### src/rtl/ternary_systolic_sequencer_v3_if.sv
// Command, buffer-port and array-control bundle between the tile sequencer and its neighbours.
// slave = sequencer side, master = command source / buffer side.
interface ternary_systolic_sequencer_v3_if #(
  parameter int ROWS   = 8,
  parameter int COLS   = 8,
  parameter int ADDR_W = 12
);
  localparam int ROW_W = (ROWS > 1) ? $clog2(ROWS) : 1;

  logic              start;
  logic [15:0]       layer_m;
  logic [15:0]       layer_n;
  logic [15:0]       layer_k;
  logic              mem_ready;
  logic              busy;
  logic              done;
  logic              err_cfg;
  logic              wgt_rd_en;
  logic [ADDR_W-1:0] wgt_rd_addr;
  logic              act_rd_en;
  logic [ADDR_W-1:0] act_rd_addr;
  logic [ROWS-1:0]   act_row_mask;
  logic [COLS-1:0]   col_mask;
  logic              out_wr_en;
  logic [ADDR_W-1:0] out_wr_addr;
  logic              out_accum;
  logic              array_enable;
  logic              array_weight_load;
  logic [ROW_W-1:0]  array_weight_row;
  logic              swap_weight_banks;
  logic              swap_act_banks;
  logic              tile_done;

  modport slave (
    input  start, layer_m, layer_n, layer_k, mem_ready,
    output busy, done, err_cfg, wgt_rd_en, wgt_rd_addr, act_rd_en, act_rd_addr,
           act_row_mask, col_mask, out_wr_en, out_wr_addr, out_accum,
           array_enable, array_weight_load, array_weight_row,
           swap_weight_banks, swap_act_banks, tile_done
  );

  modport master (
    output start, layer_m, layer_n, layer_k, mem_ready,
    input  busy, done, err_cfg, wgt_rd_en, wgt_rd_addr, act_rd_en, act_rd_addr,
           act_row_mask, col_mask, out_wr_en, out_wr_addr, out_accum,
           array_enable, array_weight_load, array_weight_row,
           swap_weight_banks, swap_act_banks, tile_done
  );
endinterface

### src/rtl/ternary_systolic_sequencer_v3.sv
// Weight-stationary ROWSxCOLS tile sequencer: k-inner/n/m tiling, edge masks, accumulate on k>0.
// Outputs are combinational from the registered state; mem_ready low freezes all active phases.
module ternary_systolic_sequencer_v3 #(
  parameter int ROWS     = 8,
  parameter int COLS     = 8,
  parameter int M_TILE   = 8,
  parameter int ACC_BITS = 32,
  parameter int ADDR_W   = 12,
  parameter int MAC_PIPE = 1
) (
  input  logic clk,
  input  logic rst,
  ternary_systolic_sequencer_v3_if.slave bus
);
  localparam int ROW_W = (ROWS > 1) ? $clog2(ROWS) : 1;
  localparam int CNT_W = $clog2(M_TILE + ROWS);
  typedef logic [39:0] wide_t;

  if (MAC_PIPE != 1 && MAC_PIPE != 2) begin : g_bad_mac_pipe
    $error("MAC_PIPE must be 1 or 2");
  end
  // A psum must hold a full column of int8 x ternary products.
  if (ACC_BITS < 9 + $clog2(ROWS)) begin : g_bad_acc_bits
    $error("ACC_BITS too narrow for ROWS");
  end

  typedef enum logic [2:0] {
    S_IDLE, S_LOAD, S_COMPUTE, S_FLUSH, S_DRAIN, S_NEXT, S_DONE
  } state_e;

  state_e           state_q, state_d;
  logic [CNT_W-1:0] cnt_q, cnt_d;
  logic [15:0]      m_q, m_d, n_q, n_d, k_q, k_d, kt_q, kt_d;
  logic [15:0]      tile_m_q, tile_m_d, tile_n_q, tile_n_d, tile_k_q, tile_k_d;
  logic [15:0]      n_idx_q, n_idx_d, k_idx_q, k_idx_d;
  logic             err_q, err_d;
  logic             run;
  wide_t            wgt_addr_w, act_addr_w, out_addr_w;

  always_ff @(posedge clk) begin
    if (rst) begin
      state_q  <= S_IDLE;
      cnt_q    <= '0;
      m_q      <= '0;
      n_q      <= '0;
      k_q      <= '0;
      kt_q     <= '0;
      tile_m_q <= '0;
      tile_n_q <= '0;
      tile_k_q <= '0;
      n_idx_q  <= '0;
      k_idx_q  <= '0;
      err_q    <= 1'b0;
    end else begin
      state_q  <= state_d;
      cnt_q    <= cnt_d;
      m_q      <= m_d;
      n_q      <= n_d;
      k_q      <= k_d;
      kt_q     <= kt_d;
      tile_m_q <= tile_m_d;
      tile_n_q <= tile_n_d;
      tile_k_q <= tile_k_d;
      n_idx_q  <= n_idx_d;
      k_idx_q  <= k_idx_d;
      err_q    <= err_d;
    end
  end

  // Full-width address arithmetic; buffers see the value modulo 2^ADDR_W.
  assign wgt_addr_w = wide_t'(n_idx_q) * wide_t'(kt_q) * wide_t'(ROWS)
                    + wide_t'(tile_k_q) + wide_t'(cnt_q);
  assign act_addr_w = (wide_t'(tile_m_q) + wide_t'(cnt_q)) * wide_t'(kt_q) + wide_t'(k_idx_q);
  assign out_addr_w = (wide_t'(tile_m_q) + wide_t'(cnt_q)) * wide_t'(n_q) + wide_t'(tile_n_q);
  assign run        = bus.mem_ready;

  always_comb begin
    state_d  = state_q;
    cnt_d    = cnt_q;
    m_d      = m_q;
    n_d      = n_q;
    k_d      = k_q;
    kt_d     = kt_q;
    tile_m_d = tile_m_q;
    tile_n_d = tile_n_q;
    tile_k_d = tile_k_q;
    n_idx_d  = n_idx_q;
    k_idx_d  = k_idx_q;
    err_d    = err_q;

    bus.busy              = (state_q != S_IDLE) && !(state_q == S_DONE && err_q);
    bus.done              = 1'b0;
    bus.err_cfg           = 1'b0;
    bus.wgt_rd_en         = 1'b0;
    bus.wgt_rd_addr       = '0;
    bus.act_rd_en         = 1'b0;
    bus.act_rd_addr       = '0;
    bus.out_wr_en         = 1'b0;
    bus.out_wr_addr       = '0;
    bus.out_accum         = 1'b0;
    bus.array_enable      = 1'b0;
    bus.array_weight_load = 1'b0;
    bus.array_weight_row  = '0;
    bus.swap_weight_banks = 1'b0;
    bus.swap_act_banks    = 1'b0;
    bus.tile_done         = 1'b0;

    unique case (state_q)
      S_IDLE: begin
        if (bus.start) begin
          m_d      = bus.layer_m;
          n_d      = bus.layer_n;
          k_d      = bus.layer_k;
          kt_d     = 16'((17'(bus.layer_k) + 17'(ROWS - 1)) / 17'(ROWS));
          tile_m_d = '0;
          tile_n_d = '0;
          tile_k_d = '0;
          n_idx_d  = '0;
          k_idx_d  = '0;
          cnt_d    = '0;
          err_d    = (bus.layer_m == 16'd0) || (bus.layer_n == 16'd0) || (bus.layer_k == 16'd0);
          state_d  = err_d ? S_DONE : S_LOAD;
        end
      end
      S_LOAD: begin
        bus.wgt_rd_addr      = wgt_addr_w[ADDR_W-1:0];
        bus.array_weight_row = cnt_q[ROW_W-1:0];
        if (run) begin
          bus.wgt_rd_en         = 1'b1;
          bus.array_weight_load = 1'b1;
          if (cnt_q == CNT_W'(ROWS - 1)) begin
            cnt_d   = '0;
            state_d = S_COMPUTE;
          end else begin
            cnt_d = cnt_q + 1'b1;
          end
        end
      end
      S_COMPUTE: begin
        bus.act_rd_addr = act_addr_w[ADDR_W-1:0];
        if (run) begin
          bus.array_enable = 1'b1;
          bus.act_rd_en    = (cnt_q < CNT_W'(M_TILE));
          if (cnt_q == CNT_W'(M_TILE + ROWS - 2)) begin
            cnt_d   = '0;
            state_d = (MAC_PIPE == 2) ? S_FLUSH : S_DRAIN;
          end else begin
            cnt_d = cnt_q + 1'b1;
          end
        end
      end
      S_FLUSH: begin
        if (run) begin
          bus.array_enable = 1'b1;
          if (cnt_q == CNT_W'(ROWS - 1)) begin
            cnt_d   = '0;
            state_d = S_DRAIN;
          end else begin
            cnt_d = cnt_q + 1'b1;
          end
        end
      end
      S_DRAIN: begin
        bus.out_wr_addr = out_addr_w[ADDR_W-1:0];
        bus.out_accum   = (tile_k_q != 16'd0);
        if (run) begin
          bus.array_enable = 1'b1;
          bus.out_wr_en    = (17'(tile_m_q) + 17'(cnt_q)) < 17'(m_q);
          if (cnt_q == CNT_W'(M_TILE - 1)) begin
            cnt_d   = '0;
            state_d = S_NEXT;
          end else begin
            cnt_d = cnt_q + 1'b1;
          end
        end
      end
      S_NEXT: begin
        bus.tile_done         = 1'b1;
        bus.swap_weight_banks = 1'b1;
        bus.swap_act_banks    = 1'b1;
        cnt_d                 = '0;
        state_d               = S_LOAD;
        // k is the innermost loop, then n, then m.
        if ((17'(tile_k_q) + 17'(ROWS)) < 17'(k_q)) begin
          tile_k_d = tile_k_q + 16'(ROWS);
          k_idx_d  = k_idx_q + 16'd1;
        end else begin
          tile_k_d = '0;
          k_idx_d  = '0;
          if ((17'(tile_n_q) + 17'(COLS)) < 17'(n_q)) begin
            tile_n_d = tile_n_q + 16'(COLS);
            n_idx_d  = n_idx_q + 16'd1;
          end else begin
            tile_n_d = '0;
            n_idx_d  = '0;
            if ((17'(tile_m_q) + 17'(M_TILE)) < 17'(m_q)) begin
              tile_m_d = tile_m_q + 16'(M_TILE);
            end else begin
              state_d = S_DONE;
            end
          end
        end
      end
      S_DONE: begin
        bus.done    = 1'b1;
        bus.err_cfg = err_q;
        state_d     = S_IDLE;
      end
      default: state_d = S_IDLE;
    endcase
  end

  always_comb begin
    bus.act_row_mask = '0;
    bus.col_mask     = '0;
    if (state_q != S_IDLE) begin
      for (int r = 0; r < ROWS; r++) begin
        bus.act_row_mask[r] = (17'(tile_k_q) + 17'(r)) < 17'(k_q);
      end
      for (int c = 0; c < COLS; c++) begin
        bus.col_mask[c] = (17'(tile_n_q) + 17'(c)) < 17'(n_q);
      end
    end
  end
endmodule

### src/flat_wrapper.sv
// flat-port wrapper written by rule: the top's interface ports become plain ports
module ternary_systolic_sequencer_v3_flat 
#(
  parameter int ROWS     = 8,
  parameter int COLS     = 8,
  parameter int M_TILE   = 8,
  parameter int ACC_BITS = 32,
  parameter int ADDR_W   = 12,
  parameter int MAC_PIPE = 1
)
  (clk, rst, bus_start, bus_layer_m, bus_layer_n, bus_layer_k, bus_mem_ready, bus_busy, bus_done, bus_err_cfg, bus_wgt_rd_en, bus_wgt_rd_addr, bus_act_rd_en, bus_act_rd_addr, bus_act_row_mask, bus_col_mask, bus_out_wr_en, bus_out_wr_addr, bus_out_accum, bus_array_enable, bus_array_weight_load, bus_array_weight_row, bus_swap_weight_banks, bus_swap_act_banks, bus_tile_done);
  ternary_systolic_sequencer_v3_if #(.ROWS(ROWS), .COLS(COLS), .ADDR_W(ADDR_W)) bus_i ();
  input  logic clk;
  input  logic rst;
  input wire logic [$bits(bus_i.start)-1:0] bus_start;
  input wire logic [$bits(bus_i.layer_m)-1:0] bus_layer_m;
  input wire logic [$bits(bus_i.layer_n)-1:0] bus_layer_n;
  input wire logic [$bits(bus_i.layer_k)-1:0] bus_layer_k;
  input wire logic [$bits(bus_i.mem_ready)-1:0] bus_mem_ready;
  output wire logic [$bits(bus_i.busy)-1:0] bus_busy;
  output wire logic [$bits(bus_i.done)-1:0] bus_done;
  output wire logic [$bits(bus_i.err_cfg)-1:0] bus_err_cfg;
  output wire logic [$bits(bus_i.wgt_rd_en)-1:0] bus_wgt_rd_en;
  output wire logic [$bits(bus_i.wgt_rd_addr)-1:0] bus_wgt_rd_addr;
  output wire logic [$bits(bus_i.act_rd_en)-1:0] bus_act_rd_en;
  output wire logic [$bits(bus_i.act_rd_addr)-1:0] bus_act_rd_addr;
  output wire logic [$bits(bus_i.act_row_mask)-1:0] bus_act_row_mask;
  output wire logic [$bits(bus_i.col_mask)-1:0] bus_col_mask;
  output wire logic [$bits(bus_i.out_wr_en)-1:0] bus_out_wr_en;
  output wire logic [$bits(bus_i.out_wr_addr)-1:0] bus_out_wr_addr;
  output wire logic [$bits(bus_i.out_accum)-1:0] bus_out_accum;
  output wire logic [$bits(bus_i.array_enable)-1:0] bus_array_enable;
  output wire logic [$bits(bus_i.array_weight_load)-1:0] bus_array_weight_load;
  output wire logic [$bits(bus_i.array_weight_row)-1:0] bus_array_weight_row;
  output wire logic [$bits(bus_i.swap_weight_banks)-1:0] bus_swap_weight_banks;
  output wire logic [$bits(bus_i.swap_act_banks)-1:0] bus_swap_act_banks;
  output wire logic [$bits(bus_i.tile_done)-1:0] bus_tile_done;
  assign bus_i.start = bus_start;
  assign bus_i.layer_m = bus_layer_m;
  assign bus_i.layer_n = bus_layer_n;
  assign bus_i.layer_k = bus_layer_k;
  assign bus_i.mem_ready = bus_mem_ready;
  assign bus_busy = bus_i.busy;
  assign bus_done = bus_i.done;
  assign bus_err_cfg = bus_i.err_cfg;
  assign bus_wgt_rd_en = bus_i.wgt_rd_en;
  assign bus_wgt_rd_addr = bus_i.wgt_rd_addr;
  assign bus_act_rd_en = bus_i.act_rd_en;
  assign bus_act_rd_addr = bus_i.act_rd_addr;
  assign bus_act_row_mask = bus_i.act_row_mask;
  assign bus_col_mask = bus_i.col_mask;
  assign bus_out_wr_en = bus_i.out_wr_en;
  assign bus_out_wr_addr = bus_i.out_wr_addr;
  assign bus_out_accum = bus_i.out_accum;
  assign bus_array_enable = bus_i.array_enable;
  assign bus_array_weight_load = bus_i.array_weight_load;
  assign bus_array_weight_row = bus_i.array_weight_row;
  assign bus_swap_weight_banks = bus_i.swap_weight_banks;
  assign bus_swap_act_banks = bus_i.swap_act_banks;
  assign bus_tile_done = bus_i.tile_done;
  ternary_systolic_sequencer_v3 #(.ROWS(ROWS), .COLS(COLS), .M_TILE(M_TILE), .ACC_BITS(ACC_BITS), .ADDR_W(ADDR_W), .MAC_PIPE(MAC_PIPE)) u_core (.clk(clk), .rst(rst), .bus(bus_i));
endmodule
### config.mk
export PLATFORM = sky130hd
export DESIGN_NAME = ternary_systolic_sequencer_v3_flat
export DESIGN_NICKNAME = d
export VERILOG_FILES = /design/src/rtl/ternary_systolic_sequencer_v3_if.sv /design/src/rtl/ternary_systolic_sequencer_v3.sv /design/src/flat_wrapper.sv
export SDC_FILE = /design/constraint.sdc
export NUM_CORES = 1
export LEC_CHECK = 0
export BUFFER_PORTS_ARGS = -buffer_cell sky130_fd_sc_hd__buf_4
export CAP_MARGIN = 20
export CORE_MARGIN = 3
export CORE_UTILIZATION = 63
export CTS_BUF_LIST = sky130_fd_sc_hd__clkbuf_4 sky130_fd_sc_hd__clkbuf_8 sky130_fd_sc_hd__clkbuf_16
export CTS_CLUSTER_SIZE = 24
export DETAILED_ROUTE_END_ITERATION = 8
export PLACE_DENSITY = 0.79
export SYNTH_ARGS = -nofsm -noshare
export SYNTH_HDL_FRONTEND = slang
export SYNTH_SLANG_ARGS = --single-unit
export TNS_END_PERCENT = 20
### constraint.sdc
create_clock -name clk -period 7.35 [get_ports clk]
set_input_delay 1.1025 -clock clk [delete_from_list [all_inputs] [get_ports clk]]
set_output_delay 1.1025 -clock clk [all_outputs]
set_load 0.05 [all_outputs]
==> out/qor.log, run 1 <==
qor: status.run_status completed
qor: clock_network.clock_sinks 128
qor: layout.final_layout_size_suffix_gt1_frac 0.09927
qor: placement.buffer_ports.inserted 118
qor: min_path.hp-class flip-flop to flip-flop
qor: power_and_ir_drop.total_power 3.440 mW
qor: placement.routabilityCongestion 0.8826
qor: logic_synthesis.synth.top_cells.by_area ha_1 (18%), dfxtp_1 (15%), fa_1 (14%)
qor: sta.setup_viol 0
qor: sta.worst-slew-pin-transition 1081 ps
qor: clock_network.clockRootBuffer clkbuf_16
qor: layout.design.final.nets 2590
qor: floorplanning.die_x_extent 169.4 µm
qor: floorplanning.floorplan.core_area 26130 µm²
qor: detailed_routing.final_antenna_violating_net_count 0
qor: detailed_routing.route.detailed.vias_per_inst 6.022
qor: logic_synthesis.synth_area_per_cell 7.742 µm²
qor: sta.final.setup.worst_slack 178.6 ps
qor: sta.period_utilization_post_route 0.9757
qor: global_route.gr-total-overflow 0
qor: floorplanning.die_height 169.4 µm
qor: detailed_routing.drt_wl_total 46600 µm
qor: logic_synthesis.postSynthRegisterBits 128
qor: layout.antenna_cells_inserted 0
qor: power_and_ir_drop.power_leakage 8.708 nW
qor: logic_synthesis.synthCells 2173
qor: layout.layout-area-overhead-vs-synth 9.423%
qor: detailed_routing.top_layer met4
qor: sta.final_period_minus_worst_setup_slack 7171 ps
qor: sta.timing_hold_violations_final 0
qor: clock_network.clk_transition_reported_paths 60 ps
qor: logic_synthesis.async_flop_share 0
qor: logic_synthesis.synth-seq-area-share 0.1523
qor: detailed_routing.detailroute.wirelength.met3 4183 µm
qor: sta.rsz0062_at_grt no
qor: placement.placed_cells 2499
qor: detailed_routing.drt_drc_violations_left 0
qor: detailed_routing.drtPass1Iterations 7
qor: power_and_ir_drop.power_density 186.9 nW/µm²
qor: logic_synthesis.yosys.cell_types.count 72
qor: logic_synthesis.synth_top_cell_area_share 0.1792
qor: floorplanning.io_pins 119
qor: power_and_ir_drop.worst_ir_drop_vdd 0.0003339 V
qor: clock_network.cts_made_buffers 17
qor: global_route.grt_pass1_vias 15180
qor: logic_synthesis.syn_area 16820 µm²
qor: flow_run.cap_violations 0
qor: placement.dp_hpwl 35280 µm
qor: floorplanning.start_util 0.6438
qor: sta.max_slew_margin 0.2769
qor: worst_setup_path.path_max_fanout 15
qor: global_route.grt_first_pass_wirelength 75930 µm
qor: sta.slew_viol_final 0
qor: logic_synthesis.synth_edf_count 0
qor: sta.maxClockFrequency 0.1394 GHz
qor: placement.detailedPlace.worstSlack 359.3 ps
qor: worst_setup_path.timing.reg2reg.setup_slack 2330 ps
qor: worst_setup_path.worst-endpoint-arrival 6070 ps
qor: layout.layout.cells.most_common_list nand2_1 (269), inv_1 (263), ha_1 (240), buf_4 (151), a21oi_1 (146)
qor: logic_synthesis.dominantRegCellSynth dfxtp_1
qor: layout.fin_cells 2531
qor: worst_setup_path.endpoint_kind primary output
qor: global_route.globalRouteTotalUtil 0.3259
qor: global_route.largest_net_degree_at_the_start_of_global_routing 79
qor: global_route.grt_antenna_before_repair 0
qor: worst_setup_path.crit_path_start_kind flip-flop
qor: layout.post-route-util 0.7044
qor: layout.mostFrequentLayoutCell nand2_1
qor: floorplanning.std_cell_rows 59
qor: detailed_routing.num_vias 15240
qor: sta.worst_clock_skew_on_the_final_layout 12.13 ps
qor: detailed_routing.dr.first_iter.drc_count 1177
qor: clock_network.cts_tree built
qor: floorplanning.fp.dieArea 28700 µm²
qor: detailed_routing.drt-met1-wl 19670 µm
qor: clock_network.clock_tree.htree_level_count 4
qor: worst_setup_path.criticalPathCategory flip-flop to primary output
qor: worst_setup_path.critical_path_required 6250 ps
qor: detailed_routing.route.detailed.wl_per_inst 18.41 µm
qor: detailed_routing.routed-wl-met2 21350 µm
qor: sta.fin_setup_tns 0 ps
qor: clock_network.worst_skew_pair.late_latency 440 ps
qor: clock_network.cts_buffer_depth 2
qor: logic_synthesis.synth_largest_area_cell ha_1
qor: clock_network.post_cts_hold_fix_bufs 0
qor: logic_synthesis.synth_warnings 0
==> cells in the mapped netlist, types with 4 or more instances <==
library cell / n
and2_1: 96
xor2_1: 43
nor2_1: 139
o32ai_1: 4
maj3_1: 4
nor3b_1: 9
mux2i_1: 4
o21a_1: 25
or3_1: 6
inv_1: 264
and4_1: 6
nor4_1: 20
a32oi_1: 4
nor3_1: 37
fa_1: 114
nand4_1: 29
a22oi_1: 5
o21ai_0: 62
ha_1: 241
and3_1: 30
nor2b_1: 11
nand2b_1: 7
dfxtp_1: 128
a31oi_1: 9
xnor2_1: 111
buf_2: 18
clkbuf_1: 140
o21bai_1: 10
a311oi_1: 6
nand2_1: 270
a21o_1: 34
nand3_1: 50
a21oi_1: 146
o211ai_1: 7
a211oi_1: 17
==> worst max-delay path, stage by stage, from the launching register on <==
cell,delay [ps]
dfxtp_4,380
ha_4,170
nand2_1,80
xnor2_1,140
buf_4,200
and2_1,190
fa_1,540
inv_1,60
fa_1,490
inv_1,50
fa_1,490
inv_1,50
fa_1,460
fa_1,540
inv_1,50
ha_1,330
a21oi_1,170
nor2_1,90
o41ai_2,410
xnor2_1,210
xnor2_1,110
nor2_1,200
buf_6,210
==> registers in the layout, indices dropped and copies added (netlist names), 4 cells and up <==
signal           cells
u_core.tile_m_q     13
u_core.m_q          16
u_core.cnt_q         4
u_core.tile_n_q     13
u_core.k_idx_q      12
u_core.k_q          16
u_core.n_idx_q       9
u_core.tile_k_q     13
u_core.kt_q         12
u_core.n_q          16
==> worst paths after layout <==
kind,startpoint,end,cells past startpoint
worst max register to register,u_core.tile_k_q[3],u_core.n_idx_q[3],13
worst max-delay path,u_core.tile_m_q[3],bus_out_wr_addr[11],22
worst min register to register,u_core.k_q[3],u_core.k_q[3],2
worst min-delay path,u_core.k_q[3],u_core.k_q[3],2
==> power breakdown <==
part / switching, mW / internal (mW)
logic: 1.09 / 0.555
clock network: 0.362 / 0.503
registers: 0.158 / 0.772
==> kinds of logic after synthesis <==
| family | Yosys count | synth area share |
|---|---|---|
| AOI/OAI and AO/OA | 366 | 0.1365 |
| xor gates and xnor gates | 156 | 0.08285 |
| adders and majority gates | 359 | 0.3173 |
| buffers and inverters | 429 | 0.09862 |
| DFF | 128 | 0.1523 |
| muxes | 4 | 0.002380 |
| other | 1 | 0.0002229 |
| and+or+nand+nor | 730 | 0.2099 |
==> per-stage QoR <==
stage                     hold slack, ps  area (µm²)
after floorplan                    436.3       16830
after CTS                          454.5       18340
final                              452.7       18410
after global placement             444.6       17740
after detailed placement           446.7       17740
after global routing               464.7       18410
==> per-layer routing <==
metal  vias up  track usage
met5         -            0
met3       117      0.06988
li1       7167            -
met1      7229       0.4318
met2       728       0.5334
met4         0       0.1081
==> area by class of cell <==
cell class	count	area [µm²]
multi-input combinational	1618	12690
fill	2103	7724
sequential	128	2570
timing repair buffer	152	1145
inverter	266	998.5
clock buffer	17	425.4
tap	335	419.2
clock inverter	15	161.4
==> timing repair <==
| action | in CTS | in global routing |
|---|---|---|
| resized for setup | 2 | 16 |
| buffers inserted | 0 | 0 |
| endpoints found under the setup margin | 1 | 2 |
| pin swaps | 0 | 2 |
(Power assumes the default switching activity.)
==> inputs of run 2 (changes only) <==
--- a/config.mk
+++ b/config.mk
@@ -8,11 +8,11 @@
 export BUFFER_PORTS_ARGS = -buffer_cell sky130_fd_sc_hd__buf_4
 export CAP_MARGIN = 20
 export CORE_MARGIN = 3
-export CORE_UTILIZATION = 63
+export CORE_UTILIZATION = 57
 export CTS_BUF_LIST = sky130_fd_sc_hd__clkbuf_4 sky130_fd_sc_hd__clkbuf_8 sky130_fd_sc_hd__clkbuf_16
 export CTS_CLUSTER_SIZE = 24
 export DETAILED_ROUTE_END_ITERATION = 8
-export PLACE_DENSITY = 0.79
+export PLACE_DENSITY = 0.75
 export SYNTH_ARGS = -nofsm -noshare
 export SYNTH_HDL_FRONTEND = slang
 export SYNTH_SLANG_ARGS = --single-unit
==> constraint.sdc (replaced) <==
create_clock -name clk -period 6.4 [get_ports clk]
set_input_delay 0.96 -clock clk [delete_from_list [all_inputs] [get_ports clk]]
set_output_delay 0.96 -clock clk [all_outputs]
set_load 0.05 [all_outputs]
==> run 2 against run 1 <==
  * The flow now finishes with violations (negative setup slack)
  * Combinational power up 19%
  * First-iteration DRC count up 5.0%
  * Wire length up 0.46%
  * Global-route usage down 2.9 points
  * Sequential cell count unchanged
  * Clock power up 18%
  * Worst setup slack worse by 550 ps
  * Design area up 4.2%
==> out/qor.log, run 2 (synthesis results as in run 1) <==
qor: power_and_ir_drop.netSwitchingPower 1.882 mW [was 1.611 mW]
qor: clock_network.clockRootBuffer clkbuf_16 [unchanged]
qor: floorplanning.floorplan.core_area 28940 µm² [was 26130 µm²]
qor: global_route.use_met2 0.4750 [was 0.5334]
qor: layout.final_layout_size_suffix_gt1_frac 0.1387 [was 0.09927]
qor: layout.antenna_cells_inserted 0 [unchanged]
qor: sta.max_slew_margin 0.3539 [was 0.2769]
qor: global_route.globalRouteTotalUtil 0.2973 [was 0.3259]
qor: global_route.grt-busiest-layer met2 [unchanged]
qor: detailed_routing.drt_drc_violations_left 0 [unchanged]
qor: sta.worst-slew-pin-transition 967.9 ps [was 1081 ps]
qor: placement.detailedPlace.worstSlack -176.6 ps [was 359.3 ps]
qor: floorplanning.die_x_extent 177.8 µm [was 169.4 µm]
qor: power_and_ir_drop.power_density 209.5 nW/µm² [was 186.9 nW/µm²]
qor: clock_network.cts_buffer_depth 2 [unchanged]
qor: floorplanning.std_cell_rows 62 [was 59]
qor: detailed_routing.drtPass1Iterations 6 [was 7]
qor: power_and_ir_drop.power_leakage 9.105 nW [was 8.708 nW]
qor: sta.slew_viol_final 0 [unchanged]
qor: floorplanning.io_pins 119 [unchanged]
qor: floorplanning.start_util 0.5814 [was 0.6438]
qor: worst_setup_path.criticalPathCategory flip-flop to primary output [unchanged]
qor: clock_network.cts_made_buffers 17 [unchanged]
qor: sta.maxClockFrequency 0.1477 GHz
qor: worst_setup_path.crit_path_start_kind flip-flop [unchanged]
qor: clock_network.clock_tree.htree_level_count 4 [unchanged]
qor: power_and_ir_drop.total_power 4.020 mW [was 3.440 mW]
qor: sta.final.setup.worst_slack -372.6 ps [was 178.6 ps]
qor: worst_setup_path.worst-endpoint-arrival 5810 ps [was 6070 ps]
qor: clock_network.cts_tree built [unchanged]
qor: placement.buffer_ports.inserted 118 [unchanged]
qor: detailed_routing.route.detailed.wl_per_inst 17.77 µm [was 18.41 µm]
qor: global_route.gr-usage-met1 0.4146 [was 0.4318]
qor: floorplanning.die_height 177.8 µm [was 169.4 µm]
qor: detailed_routing.route.detailed.vias_per_inst 5.791 [was 6.022]
qor: layout.design.final.nets 2644 [was 2590]
qor: placement.routabilityCongestion 0.9583 [was 0.8826]
qor: detailed_routing.num_vias 15250 [was 15240]
qor: power_and_ir_drop.intPower 2.138 mW [was 1.829 mW]
qor: power_and_ir_drop.share_clk_of_total_power 0.253 [was 0.251]
qor: clock_network.post_cts_hold_fix_bufs 0 [unchanged]
qor: sta.rsz0062_at_grt yes [was no]
qor: worst_setup_path.path_max_fanout 8 [was 15]
qor: status.run_status complete, but fails checks [was completed]
qor: layout.layout-area-overhead-vs-synth 14.04% [was 9.423%]
qor: flow_run.cap_violations 0 [unchanged]
qor: sta.worst_clock_skew_on_the_final_layout 15.39 ps [was 12.13 ps]
qor: clock_network.clk_transition_reported_paths 60 ps [about the same]
qor: sta.timing_hold_violations_final 0 [unchanged]
qor: layout.largestRegisters u_core.k_q (16), u_core.m_q (16), u_core.n_q (16) [unchanged]
qor: status.violations negative setup slack
qor: global_route.grt_util_met3 0.04557 [was 0.06988]
qor: global_route.grt_pass1_vias 15110 [was 15180]
qor: power_and_ir_drop.sw_frac_of_total 0.4682 [about the same]
qor: global_route.grt_first_pass_wirelength 75750 µm [was 75930 µm]
qor: floorplanning.fp.dieArea 31610 µm² [was 28700 µm²]
qor: detailed_routing.final_antenna_violating_net_count 0 [unchanged]
qor: power_and_ir_drop.worst_ir_drop_vdd 0.0002934 V [was 0.0003339 V]
qor: power_and_ir_drop.power_frac_seq 0.260 [was 0.270]
qor: clock_network.worst_skew_pair.late_latency 440 ps [about the same]
qor: sta.setup_viol 4 [was 0]
qor: layout.mostFrequentLayoutCell nand2_1 [unchanged]
qor: detailed_routing.drt_wl_total 46810 µm [was 46600 µm]
qor: sta.whs 454.8 ps [was 452.7 ps]
qor: sta.final_period_minus_worst_setup_slack 6773 ps
qor: sta.period_utilization_post_route 1.058
qor: power_and_ir_drop.comb_power_share 0.488 [was 0.478]
qor: global_route.gr-total-overflow 0 [unchanged]
qor: layout.fill_cells 2438 [was 2103]
qor: layout.layout.cells.most_common_list nand2_1 (268), inv_1 (258), ha_1 (237), buf_4 (190), a21oi_1 (141) [was nand2_1 (269), inv_1 (263), ha_1 (240), buf_4 (151), a21oi_1 (146)]
qor: global_route.largest_net_degree_at_the_start_of_global_routing 81 [was 79]
qor: min_path.hp-class flip-flop to flip-flop [unchanged]
qor: worst_setup_path.endpoint_kind primary output [unchanged]
qor: clock_network.clock_sinks 128 [unchanged]
qor: placement.dp_hpwl 36000 µm [was 35280 µm]
qor: worst_setup_path.critical_path_required 5440 ps [was 6250 ps]
qor: global_route.grt_antenna_before_repair 1 [was 0]
qor: detailed_routing.dr.first_iter.drc_count 1236 [was 1177]
## run 2: changes by cell type in the layout (fill, tap and decap cells not counted), sizes merged
cell and delta:
buf +53, inv +3, clkinv -2, clkbuf +1, clkinvlp -1
## run 2: cell type report
class                           instances  area (µm²)  area share
Sequential cell                       128        2581      0.1345
Tap cell                              384       480.5     0.02504
Timing Repair Buffer                  206        1648     0.08589
Clock buffer                           17       425.4     0.02217
Multi-Input combinational cell       1618       12880      0.6713
Clock inverter                         15       172.7    0.009000
Inverter                              266       998.5     0.05204
## run 2: critical path, cell delays in order, from the launching register on
cell and delay [ps]:
dfxtp_2 330, ha_4 170, buf_6 110, xor2_1 160, buf_12 150, buf_12 130
and2_1 160, fa_1 480, inv_1 50, fa_1 500, inv_1 40, ha_1 280
ha_1 330, fa_1 550, fa_1 490, a21oi_2 170, o21bai_2 80, a21oi_1 130
nor2_1 80, o41ai_2 380, xnor2_2 140, xnor2_2 170, nor2_4 140, buf_8 150
## run 2: metrics by stage
step | cells | setup TNS, ps | utilization | instance area (µm²)
global placement | 2589 | -97.23 | 0.6273 | 18150
CTS | 2629 | -958.6 | 0.6568 | 19000
finish | 2634 | -802.6 | 0.6631 | 19190
floorplan | 2175 | -196.1 | - | 16850
global route | 2634 | -2251 | 0.6631 | 19190
detailed placement | 2589 | -351.5 | 0.6273 | 18150
## run 2: final timing paths
check                startpoint                  end  slack, ps  cells past startpoint
max          u_core.tile_m_q[3]  bus_act_rd_addr[11]       -370                     23
min              u_core.n_q[12]       u_core.n_q[12]        450                      2
max reg2reg  u_core.tile_k_q[3]   u_core.tile_m_q[3]       1870                     14
min reg2reg      u_core.n_q[12]       u_core.n_q[12]        450                      2
## run 2: power by group through the flow
stage	combinational, mW	clock, mW	sequential (mW)
finish	1.96	1.02	1.04
global route	2.12	1.06	1.05
global placement	1.87	0	1.04
CTS	1.93	1.02	1.03
floorplan	1.36	0	0.951
detailed placement	1.91	0	1.05
## run 2: per-layer routing
layer  vias to the layer above  part of all wire
met1                      7243              0.44
met4                         2             0.029
met3                        93             0.079
li1                       7289                 -
met2                       626              0.45
met5                         -           0.00028
## run 2: what timing repair did
| action | in CTS | in global routing |
|---|---|---|
| pin swaps | 41 | 35 |
| endpoints found under the setup margin | 7 | 9 |
| buffers inserted | 7 | 4 |
| cloned | 1 | 0 |
| resized for setup | 41 | 33 |
==> inputs of run 3 (changes only) <==
--- a/config.mk
+++ b/config.mk
@@ -5,7 +5,7 @@
 export SDC_FILE = /design/constraint.sdc
 export NUM_CORES = 1
 export LEC_CHECK = 0
-export BUFFER_PORTS_ARGS = -buffer_cell sky130_fd_sc_hd__buf_4
+export BUFFER_PORTS_ARGS = -buffer_cell sky130_fd_sc_hd__buf_2
 export CAP_MARGIN = 20
 export CORE_MARGIN = 3
 export CORE_UTILIZATION = 57
@@ -13,6 +13,7 @@
 export CTS_CLUSTER_SIZE = 24
 export DETAILED_ROUTE_END_ITERATION = 8
 export PLACE_DENSITY = 0.75
+export RECOVER_POWER = 50
 export SYNTH_ARGS = -nofsm -noshare
 export SYNTH_HDL_FRONTEND = slang
 export SYNTH_SLANG_ARGS = --single-unit
==> run 3 against run 2 <==
  * The flow finishes with violations (max-capacitance violations, max-slew violations, negative setup slack)
  * Critical path type unchanged
  * Sequential share of layout area increased by 0.28 points
  * Final cell count decreased by 0.23%
  * Sequential power about the same
  * Highest routed layer is now met4
  * First-iteration DRC count decreased by 8.9%
  * Critical endpoint unchanged
  * Power decreased by 1.1%
  * Sequential cell count unchanged
  * Hold slack improved by 1.3 ps
  * Combinational power decreased by 4%
  * Non-clock buffer count decreased by 6
==> out/qor.log, run 3 (synthesis results as in run 1) <==
qor: status.run_status complete, but fails checks [unchanged]
qor: status.violations max-capacitance violations, max-slew violations, negative setup slack [was negative setup slack]
qor: sta.final.setup.worst_slack -276.9 ps [was -372.6 ps]
qor: global_route.grt_first_pass_wirelength 73380 µm [was 75750 µm]
qor: clock_network.clockRootBuffer clkbuf_16 [unchanged]
qor: worst_setup_path.worst-endpoint-arrival 5720 ps [was 5810 ps]
qor: layout.post-route-util 0.6486 [was 0.6631]
qor: floorplanning.start_util 0.5814 [unchanged]
qor: floorplanning.fp.dieArea 31610 µm² [unchanged]
qor: sta.slew_viol_final 72 [was 0]
qor: detailed_routing.drt_drc_violations_left 0 [unchanged]
qor: sta.max_slew_margin -1.042 [was 0.3539]
qor: clock_network.cts_buffer_depth 2 [unchanged]
qor: clock_network.post_cts_hold_fix_bufs 0 [unchanged]
qor: sta.timing_hold_violations_final 0 [unchanged]
qor: global_route.largest_net_degree_at_the_start_of_global_routing 72 [was 81]
qor: worst_setup_path.criticalPathCategory flip-flop to primary output [unchanged]
qor: floorplanning.io_pins 119 [unchanged]
qor: detailed_routing.dr.first_iter.drc_count 1126 [was 1236]
qor: min_path.hp-class flip-flop to flip-flop [unchanged]
qor: global_route.gr-total-overflow 0 [unchanged]
qor: sta.worst_clock_skew_on_the_final_layout 21.88 ps [was 15.39 ps]
qor: power_and_ir_drop.worst_ir_drop_vdd 0.0003423 V [was 0.0002934 V]
qor: placement.dp_hpwl 35210 µm [was 36000 µm]
qor: worst_setup_path.path_max_fanout 9 [was 8]
qor: power_and_ir_drop.power_leakage 8.882 nW [was 9.105 nW]
qor: global_route.grt_antenna_before_repair 0 [was 1]
qor: floorplanning.floorplan.core_area 28940 µm² [unchanged]
qor: placement.buffer_ports.inserted 118 [unchanged]
qor: clock_network.clk_transition_reported_paths 60 ps [about the same]
qor: clock_network.clock_tree.htree_level_count 4 [unchanged]
qor: clock_network.clock_sinks 128 [unchanged]
qor: worst_setup_path.setup.worst_path.end bus_act_rd_addr[11] [unchanged]
qor: global_route.globalRouteTotalUtil 0.2894 [was 0.2973]
qor: layout.largestRegisters u_core.k_q (16), u_core.m_q (16), u_core.n_q (16) [unchanged]
qor: detailed_routing.route.detailed.vias_per_inst 5.717 [was 5.791]
qor: sta.period_utilization_post_route 1.043 [was 1.058]
qor: min_path.hold_depth 2 [unchanged]
qor: worst_setup_path.critical_path_required 5440 ps [about the same]
qor: sta.final_period_minus_worst_setup_slack 6677 ps [was 6773 ps]
qor: layout.fill_cells 2476 [was 2438]
qor: sta.worst-slew-pin-transition 3063 ps [was 967.9 ps]
qor: layout.mostFrequentLayoutCell nand2_1 [unchanged]
qor: worst_setup_path.worst_r2r_startpoint u_core.state_q[2] [was u_core.tile_k_q[3]]
qor: floorplanning.die_x_extent 177.8 µm [unchanged]
qor: clock_network.worst_skew_pair.late_latency 440 ps [about the same]
qor: worst_setup_path.crit_path_start_kind flip-flop [unchanged]
qor: sta.maxClockFrequency 0.1498 GHz [was 0.1477 GHz]
qor: floorplanning.die_height 177.8 µm [unchanged]
qor: floorplanning.std_cell_rows 62 [unchanged]
qor: layout.antenna_cells_inserted 0 [unchanged]
qor: layout.final_layout_size_suffix_gt1_frac 0.1194 [was 0.1387]
qor: placement.routabilityCongestion 0.9301 [was 0.9583]
qor: detailed_routing.drt_wl_total 45850 µm [was 46810 µm]
qor: power_and_ir_drop.power_density 211.9 nW/µm² [was 209.5 nW/µm²]
qor: worst_setup_path.worst_r2r_endpoint u_core.n_q[2] [was u_core.tile_m_q[3]]
qor: detailed_routing.route.detailed.wl_per_inst 17.45 µm [was 17.77 µm]
qor: min_path.hold_path_startpoint u_core.k_q[4] [was u_core.n_q[12]]
qor: detailed_routing.final_antenna_violating_net_count 0 [unchanged]
qor: sta.fin_setup_tns -690.3 ps [was -802.6 ps]
qor: layout.layout-area-overhead-vs-synth 11.55% [was 14.04%]
qor: clock_network.cts_made_buffers 17 [unchanged]
qor: flow_run.cap_violations 2 [was 0]
qor: sta.rsz0062_at_grt yes [unchanged]
qor: worst_setup_path.critical_path_start u_core.cnt_q[3] [was u_core.tile_m_q[3]]
qor: detailed_routing.drtPass1Iterations 6 [unchanged]
qor: worst_setup_path.timing.reg2reg.setup_slack 1410 ps [was 1870 ps]
qor: sta.setup_viol 5 [was 4]
qor: layout.design.final.nets 2638 [was 2644]
qor: detailed_routing.num_vias 15020 [was 15250]
qor: clock_network.cts_tree built [unchanged]
qor: worst_setup_path.reg2regPathDepth 5 [was 14]
qor: layout.layout.cells.most_common_list nand2_1 (269), inv_1 (262), ha_1 (237), a21oi_1 (139), nor2_1 (133) [was nand2_1 (268), inv_1 (258), ha_1 (237), buf_4 (190), a21oi_1 (141)]
qor: worst_setup_path.endpoint_kind primary output [unchanged]
qor: global_route.grt_pass1_vias 14600 [was 15110]
## run 3: cell types whose count changed in the layout (fill, tap and decap cells not counted), moves of 4 or more
cell / before / now
buf_4: 190 / 78
buf_2: 1 / 82
inv_1: 258 / 262
clkbuf_1: 0 / 28
inv_2: 7 / 3
xnor2_1: 102 / 107
## run 3: stage by stage
step | hold WS [ps] | area [µm²] | instances | power [mW] | setup slack (ps)
6_report | 456.1 | 18770 | 2628 | 3.976 | -276.9
5_1_grt | 476.3 | 18770 | 2628 | 4.187 | -475.8
4_1_cts | 457.1 | 18720 | 2626 | 3.942 | -282.7
3_5_place_dp | 448.2 | 17870 | 2590 | 2.887 | -214.1
3_3_place_gp | 442.5 | 17870 | 2590 | 2.841 | -92.88
2_1_floorplan | 436.3 | 16850 | 2175 | 2.314 | -60.02
## run 3: worst min-delay path by stage
stage	to	slack (ps)
after CTS	u_core.n_q[12]	460
after global placement	u_core.n_q[15]	440
after floorplan	u_core.k_q[10]	440
after detailed placement	u_core.n_q[15]	450
final	u_core.k_q[4]	460
after global routing	u_core.n_q[12]	480
## run 3: area by class of cell
type	instances	area, µm²	area share
clock buffer	18	439.2	0.02340
timing repair buffer	200	1257	0.06700
tap	384	480.5	0.02560
multi-input combinational	1618	12830	0.6838
inverter	266	998.5	0.05320
clock inverter	14	181.4	0.009667
sequential	128	2577	0.1373
## run 3: what timing repair did
| action | in CTS | in global routing |
|---|---|---|
| pin swaps | 33 | 12 |
| buffers inserted | 4 | 1 |
| resized for setup | 48 | 24 |
| endpoints found under the setup margin | 9 | 9 |
## run 3: power breakdown
part	total, mW	internal (mW)	switching, mW	leakage, nW
combinational	1.88	0.602	1.28	7.54
sequential	1.05	0.889	0.159	1.05
clock	1.05	0.630	0.420	0.295
total	3.98	2.12	1.85	8.88
## run 3: layer usage
| metal | up-vias | global-route usage | routed length (µm) |
|---|---|---|---|
| li1 | 7262 | - | - |
| met1 | 7065 | 0.3962 | 20030 |
| met2 | 599 | 0.4621 | 20490 |
| met3 | 97 | 0.05092 | 3981 |
| met4 | 0 | 0.09817 | 1349 |
| met5 | - | 0 | 0 |
## run 3: critical path, cell delays in order (launching register included)
cell and delay (ps):
dfxtp_2 350, ha_4 170, nand4_1 120, xnor2_1 160, buf_4 170, buf_4 140, and2_1 160, fa_1 540
inv_1 60, fa_2 520, inv_1 50, fa_1 460, fa_1 510, inv_1 60, fa_1 530, inv_1 70
ha_4 270, nor3_2 210, nor2_1 80, o41ai_2 60, xnor2_1 120, xnor2_1 270, nor2_4 50, buf_6 150
